## config.mk

```make
export PLATFORM = sky130hd
export DESIGN_NAME = fifo_sync_param
export DESIGN_NICKNAME = d
export VERILOG_FILES = /design/src/rtl/fifo_sync_param.sv
export SDC_FILE = /design/constraint.sdc
export NUM_CORES = 1
export LEC_CHECK = 0
export ABC_AREA = 1
export CORE_ASPECT_RATIO = 0.8
export CORE_MARGIN = 3
export CORE_UTILIZATION = 40
export CTS_BUF_LIST = sky130_fd_sc_hd__clkbuf_4
export DETAILED_ROUTE_END_ITERATION = 10
export RECOVER_POWER = 100
export SLEW_MARGIN = 20
export SYNTH_ARGS = -nofsm -noshare
export SYNTH_HDL_FRONTEND = slang
export SYNTH_SLANG_ARGS = --single-unit
```

## constraint.sdc

```tcl
create_clock -name CLK -period 1.92 [get_ports CLK]
set_input_delay 0.576 -clock CLK [delete_from_list [all_inputs] [get_ports CLK]]
set_output_delay 0.576 -clock CLK [all_outputs]
set_load 0.005 [all_outputs]
```

## src/rtl/fifo_sync_param.sv

```systemverilog
// Single-clock parametrised FIFO with almost-full/almost-empty thresholds, sticky error flags and read-valid strobe.
// Define FIFO_FWFT_EN for first-word fall-through output; the default build uses a 1-cycle registered read.
module fifo_sync_param #(
  parameter int DATA_W    = 8,
  parameter int DEPTH     = 8,
  parameter int AF_THRESH = DEPTH - 2,
  parameter int AE_THRESH = 1
) (
  input  logic                     CLK,
  input  logic                     RST,
  input  logic [DATA_W-1:0]        BUFFER_IN,
  input  logic                     WR_EN,
  input  logic                     RD_EN,
  input  logic                     CLR_ERR,
  output logic [DATA_W-1:0]        BUFFER_OUT,
  output logic                     RD_VALID,
  output logic                     EMPTY,
  output logic                     FULL,
  output logic                     ALMOST_FULL,
  output logic                     ALMOST_EMPTY,
  output logic                     OVERFLOW,
  output logic                     UNDERFLOW,
  output logic [$clog2(DEPTH):0]   COUNT
);

  localparam int ADDR_W = $clog2(DEPTH);
  localparam logic [ADDR_W:0] C_DEPTH = (ADDR_W+1)'(DEPTH);
  localparam logic [ADDR_W:0] C_AF    = (ADDR_W+1)'(AF_THRESH);
  localparam logic [ADDR_W:0] C_AE    = (ADDR_W+1)'(AE_THRESH);

  logic [DATA_W-1:0] r_mem [DEPTH];
  logic [ADDR_W-1:0] r_wr_ptr;
  logic [ADDR_W-1:0] r_rd_ptr;
  logic [ADDR_W:0]   r_count;
  logic [ADDR_W:0]   w_count_next;
  logic              r_empty;
  logic              r_full;
  logic              r_afull;
  logic              r_aempty;
  logic              r_ovf;
  logic              r_udf;
  logic              w_rd_acc;
  logic              w_wr_acc;

  // A write at full is only allowed when the same cycle frees a slot.
  always_comb begin
    w_rd_acc     = RD_EN && !r_empty;
    w_wr_acc     = WR_EN && (!r_full || w_rd_acc);
    w_count_next = r_count;
    if (w_wr_acc && !w_rd_acc) begin
      w_count_next = r_count + 1'b1;
    end else if (!w_wr_acc && w_rd_acc) begin
      w_count_next = r_count - 1'b1;
    end
  end

  always_ff @(posedge CLK) begin
    if (w_wr_acc && !RST) begin
      r_mem[r_wr_ptr] <= BUFFER_IN;
    end
  end

  always_ff @(posedge CLK) begin
    if (RST) begin
      r_wr_ptr <= '0;
      r_rd_ptr <= '0;
      r_count  <= '0;
      r_empty  <= 1'b1;
      r_full   <= 1'b0;
      r_afull  <= (AF_THRESH == 0);
      r_aempty <= 1'b1;
      r_ovf    <= 1'b0;
      r_udf    <= 1'b0;
    end else begin
      if (w_wr_acc) begin
        r_wr_ptr <= r_wr_ptr + 1'b1;
      end
      if (w_rd_acc) begin
        r_rd_ptr <= r_rd_ptr + 1'b1;
      end
      r_count  <= w_count_next;
      r_empty  <= (w_count_next == '0);
      r_full   <= (w_count_next == C_DEPTH);
      r_afull  <= (w_count_next >= C_AF);
      r_aempty <= (w_count_next <= C_AE);
      // A new error event wins over a coincident clear.
      r_ovf    <= (WR_EN && !w_wr_acc) || (r_ovf && !CLR_ERR);
      r_udf    <= (RD_EN && !w_rd_acc) || (r_udf && !CLR_ERR);
    end
  end

`ifdef FIFO_FWFT_EN
  assign BUFFER_OUT = r_empty ? '0 : r_mem[r_rd_ptr];
  assign RD_VALID   = !r_empty;
`else
  logic [DATA_W-1:0] r_dout;
  logic              r_rd_valid;

  always_ff @(posedge CLK) begin
    if (RST) begin
      r_dout     <= '0;
      r_rd_valid <= 1'b0;
    end else begin
      r_rd_valid <= w_rd_acc;
      if (w_rd_acc) begin
        r_dout <= r_mem[r_rd_ptr];
      end
    end
  end

  assign BUFFER_OUT = r_dout;
  assign RD_VALID   = r_rd_valid;
`endif

  assign EMPTY        = r_empty;
  assign FULL         = r_full;
  assign ALMOST_FULL  = r_afull;
  assign ALMOST_EMPTY = r_aempty;
  assign OVERFLOW     = r_ovf;
  assign UNDERFLOW    = r_udf;
  assign COUNT        = r_count;

endmodule

```

==> results.tsv <==
stage	metric	value	unit
sta	fin crit period	1860	ps
flow_run	max_cap viols	0	
routing	per-cell routed wire length	15.7	µm
power_and_ir_drop	worst vdd rail ir drop	0.511	mV
setup_path	Worst Reg-to-Reg Cells	8	
setup_path	Worst Path Required	2060	ps
synth	Synth Warn #	0	
routing	drt first pass iters	4	
global_route	remaining global-route overflow	0	
worst_hold_path	Hold Path Depth	2	
finish	Finished Layout Cells	512	
cts	htree depth	3	
synth	top cell type's share of synthesized area	0.527	
setup_path	flop2flop setup slack	260	ps
worst_hold_path	hold path endpoint	UNDERFLOW	
finish	Final nets	413	
global_route	initial antenna violation count	0	
setup_path	slowest library cell on the worst path	dlygate4sd3_1	
synth	Synth Net Count	358	
setup_path	CP Max Fanout	8	
synth	Cell variety after synth	28	
placed_design	GPL Wtd Cong	0.848	
power_and_ir_drop	share of power burned in the clock network	0.205	
synth	post-synth top area cell	edfxtp_1	
power_and_ir_drop	Tot Pwr	3.95	mW
finish	post-route cell area	4290	µm²
synth	Post-Synth XOR/XNOR Area	0.00240	
routing	vias	2608	
global_route	vias in the first global route	2421	
setup_path	r2r endpoint	EMPTY	
sta	fmax	537	MHz
synth	dominant cells by area after synthesis	edfxtp_1 (53%), dfxtp_1 (14%), nor2_1 (6.7%)	
setup_path	critical path class	input pin to flip-flop	
synth	Synth async-reset ratio	0	
synth	most frequent cells after synthesis	nor2_1 (65), edfxtp_1 (64), nand2_1 (39), dfxtp_1 (25), o21ai_0 (25)	
global_route	GRT met1 Usage	0.220	
synth	EDFF count, synth	64	
global_route	gr busiest metal	met2	
die	core area	8670	µm²
power_and_ir_drop	Sw Share	0.295	
synth	mux contribution to synthesized area	0	
die	Initial Util	0.420	
routing	Vias/cell	5.09	
global_route	met3 Resource Use GR	0.0500	
setup_path	worst path bufs/invs	3	
synth	syn avg cell area	10.7	µm²
placed_design	DP Wirelength	5.71	mm
cts	CTS tree	done	
sta	clock skew	7.22	ps
power_and_ir_drop	NetSw	1.16	mW
die	Ports	32	
worst_hold_path	min-delay src	UNDERFLOW	
sta	Slew Limit Fails	0	
worst_hold_path	Hold WC Path Type	flip-flop to flip-flop	
setup_path	crit path capture type	flip-flop	
synth	most frequent cell after synthesis	nor2_1	
cts	CTS clk-pin slew, worst paths	120	ps
setup_path	most used cell, CP	nand2_1	
sta	setup TNS	0	ps
setup_path	crit-path cells	dlygate4sd3_1 -> nand2_4 -> nand2_1 -> nand2_1 -> inv_1 -> nand2_1 -> nor3_1 -> buf_2	
power_and_ir_drop	share of power burned in registers	0.567	
sta	WHS	481	ps
global_route	first-pass GRT wire length	12.5	mm
setup_path	startpoint types	input pin	
synth	Synth Area in Adders	0.0137	
global_route	GRT Total Usage	0.163	
synth	main flop type after synthesis	edfxtp_1	
outcome	status	complete, no violations	
die	die area	10300	µm²
cts	clock sinks	89	
power_and_ir_drop	power density cells	921	nW/µm²
cts	Clock Latency Late Sink	430	ps
finish	Fill cells	822	
finish	area delta synth->final	17.6	%
cts	Clock Tree Buf Depth	2	
synth	synthesized cell area	3640	µm²
sta	Tightest Pin Transition	548	ps
die	Die W	113	µm
synth	Simple-Gate Fraction of Synth Area	0.170	
placed_design	port bufs	31	
cts	clock buffer count from CTS	9	
power_and_ir_drop	Leak Pwr	1.62	nW
synth	complex-gate fraction of the synthesized area	0.103	
die	# rows	30	
sta	Final Hold Violating Endpoints	0	
synth	post-synthesis cell count	341	
cts	clk root buf	clkbuf_4	
setup_path	CP peak stage delay	590	ps
setup_path	Critical Path AT	2000	ps
power_and_ir_drop	Comb pwr share	0.228	
global_route	M2 GR Usage	0.255	
routing	WL final	8.02	mm
sta	crit share post-route	0.969	
finish	share of post-route cells with drive strength above 1	0.140	
routing	Iter 0 DRT Violations	99	
sta	Slew headroom	0.634	
placed_design	Placed Cells	494	
sta	final setup violation count	0	
synth	Seq/Total Area, Yosys	0.665	
synth	Yosys reg bits	89	
routing	Remaining DRCs	0	
setup_path	kind of cell adding the most delay to the critical path	buffers and inverters	
global_route	largest net degree at the start of global routing	35	
power_and_ir_drop	Pint	2.78	mW
placed_design	placed inst area	4190	µm²
die	Die Ht	91.4	µm
routing	Antenna Nets Post-Route	0	
setup_path	reg2reg start	EMPTY	
setup_path	start point of the critical path	RD_EN	
synth	largest family of logic cells by synthesized area	simple AND/OR/NAND/NOR gates	
finish	# diodes	0	
cts	hold buffers post-CTS	0	
cells in the final DEF, fill, tap and decap left out, drive strengths merged:
| cell type | n |
|---|---|
| nand3 | 23 |
| nor2 | 68 |
| dlymetal6s2s | 2 |
| clkinvlp | 1 |
| buf | 17 |
| xnor2 | 1 |
| clkdlybuf4s25 | 1 |
| clkdlybuf4s50 | 16 |
| clkbuf | 19 |
| o211ai | 8 |
| nand2 | 43 |
| o21ai | 45 |
| dlygate4sd3 | 9 |
| nand4 | 1 |
| a21oi | 18 |
| dfxtp | 25 |
| dlygate4sd2 | 3 |
| edfxtp | 64 |
| inv | 20 |
| nor3 | 5 |
| clkinv | 7 |
| ha | 4 |
cells by family (layout without fill, tap and decap cells):
kind of cell | after synthesis | count (layout)
AND/OR/NAND/NOR | 140 | 140
flip-flops | 89 | 89
AO/OA/AOI/OAI | 71 | 71
buffers and inverters | 36 | 95
adder cells (fa/ha/maj) | 4 | 4
XOR/XNOR | 1 | 1
timing repair:
item,4_1_cts,5_1_grt
resized for setup,10,8
gates cloned,0,0
setup buffers,0,3
endpoints found under the setup margin,7,10
worst max path at each step:
stage	to	slack, ps	depth (start not counted)
finish	r_mem[2][6]	60	8
floorplan	r_mem[0][0]	-30	6
detailed placement	r_mem[2][6]	-240	8
CTS	FULL	4	1
global route	COUNT[3]	-4	1
global placement	r_mem[4][0]	-240	8
flip-flops by register name, indices dropped and copies added, names as in the netlist:
| signal | count |
|---|---|
| r_wr_ptr | 3 |
| ALMOST_FULL | 1 |
| OVERFLOW | 1 |
| r_rd_ptr | 3 |
| RD_VALID | 1 |
| UNDERFLOW | 1 |
| FULL | 1 |
| EMPTY | 1 |
| COUNT | 4 |
| BUFFER_OUT | 8 |
| ALMOST_EMPTY | 1 |
| r_mem | 64 |
worst min-delay path: stages, from the launching register on:
cell	delay [ps]
dfxtp_2	340
nand2_1	60
a21oi_1	50
per-layer routing:
layer	vias to the layer above	part of all wire
li1	1283	-
met2	73	0.46
met5	-	0
met3	8	0.062
met4	0	0.013
met1	1244	0.46
through the flow:
stage          worst slack [ps]   util
6_report                   59.1  0.494
5_1_grt                   -4.35  0.494
4_1_cts                    4.47  0.495
3_5_place_dp               -242  0.483
3_3_place_gp               -237  0.483
2_1_floorplan             -32.2      -
final cells by class:
type / count / area, µm² / area share
Tap cell: 112 / 140 / 0.0327
Timing Repair Buffer: 58 / 488 / 0.114
Clock inverter: 6 / 26.3 / 0.00613
Multi-Input combinational cell: 216 / 1050 / 0.244
Sequential cell: 89 / 2430 / 0.567
Inverter: 22 / 86.3 / 0.0201
Clock buffer: 9 / 67.6 / 0.0158
power groups by stage:
stage	Clock, mW	Sequential [mW]	Combinational (mW)
floorplan	0	2.28	0.531
CTS	0.843	2.25	0.917
finish	0.810	2.24	0.899
global route	0.932	2.26	1.01
detailed placement	0	2.29	0.923
global placement	0	2.28	0.910
Power figures use the tool's default switching activity.
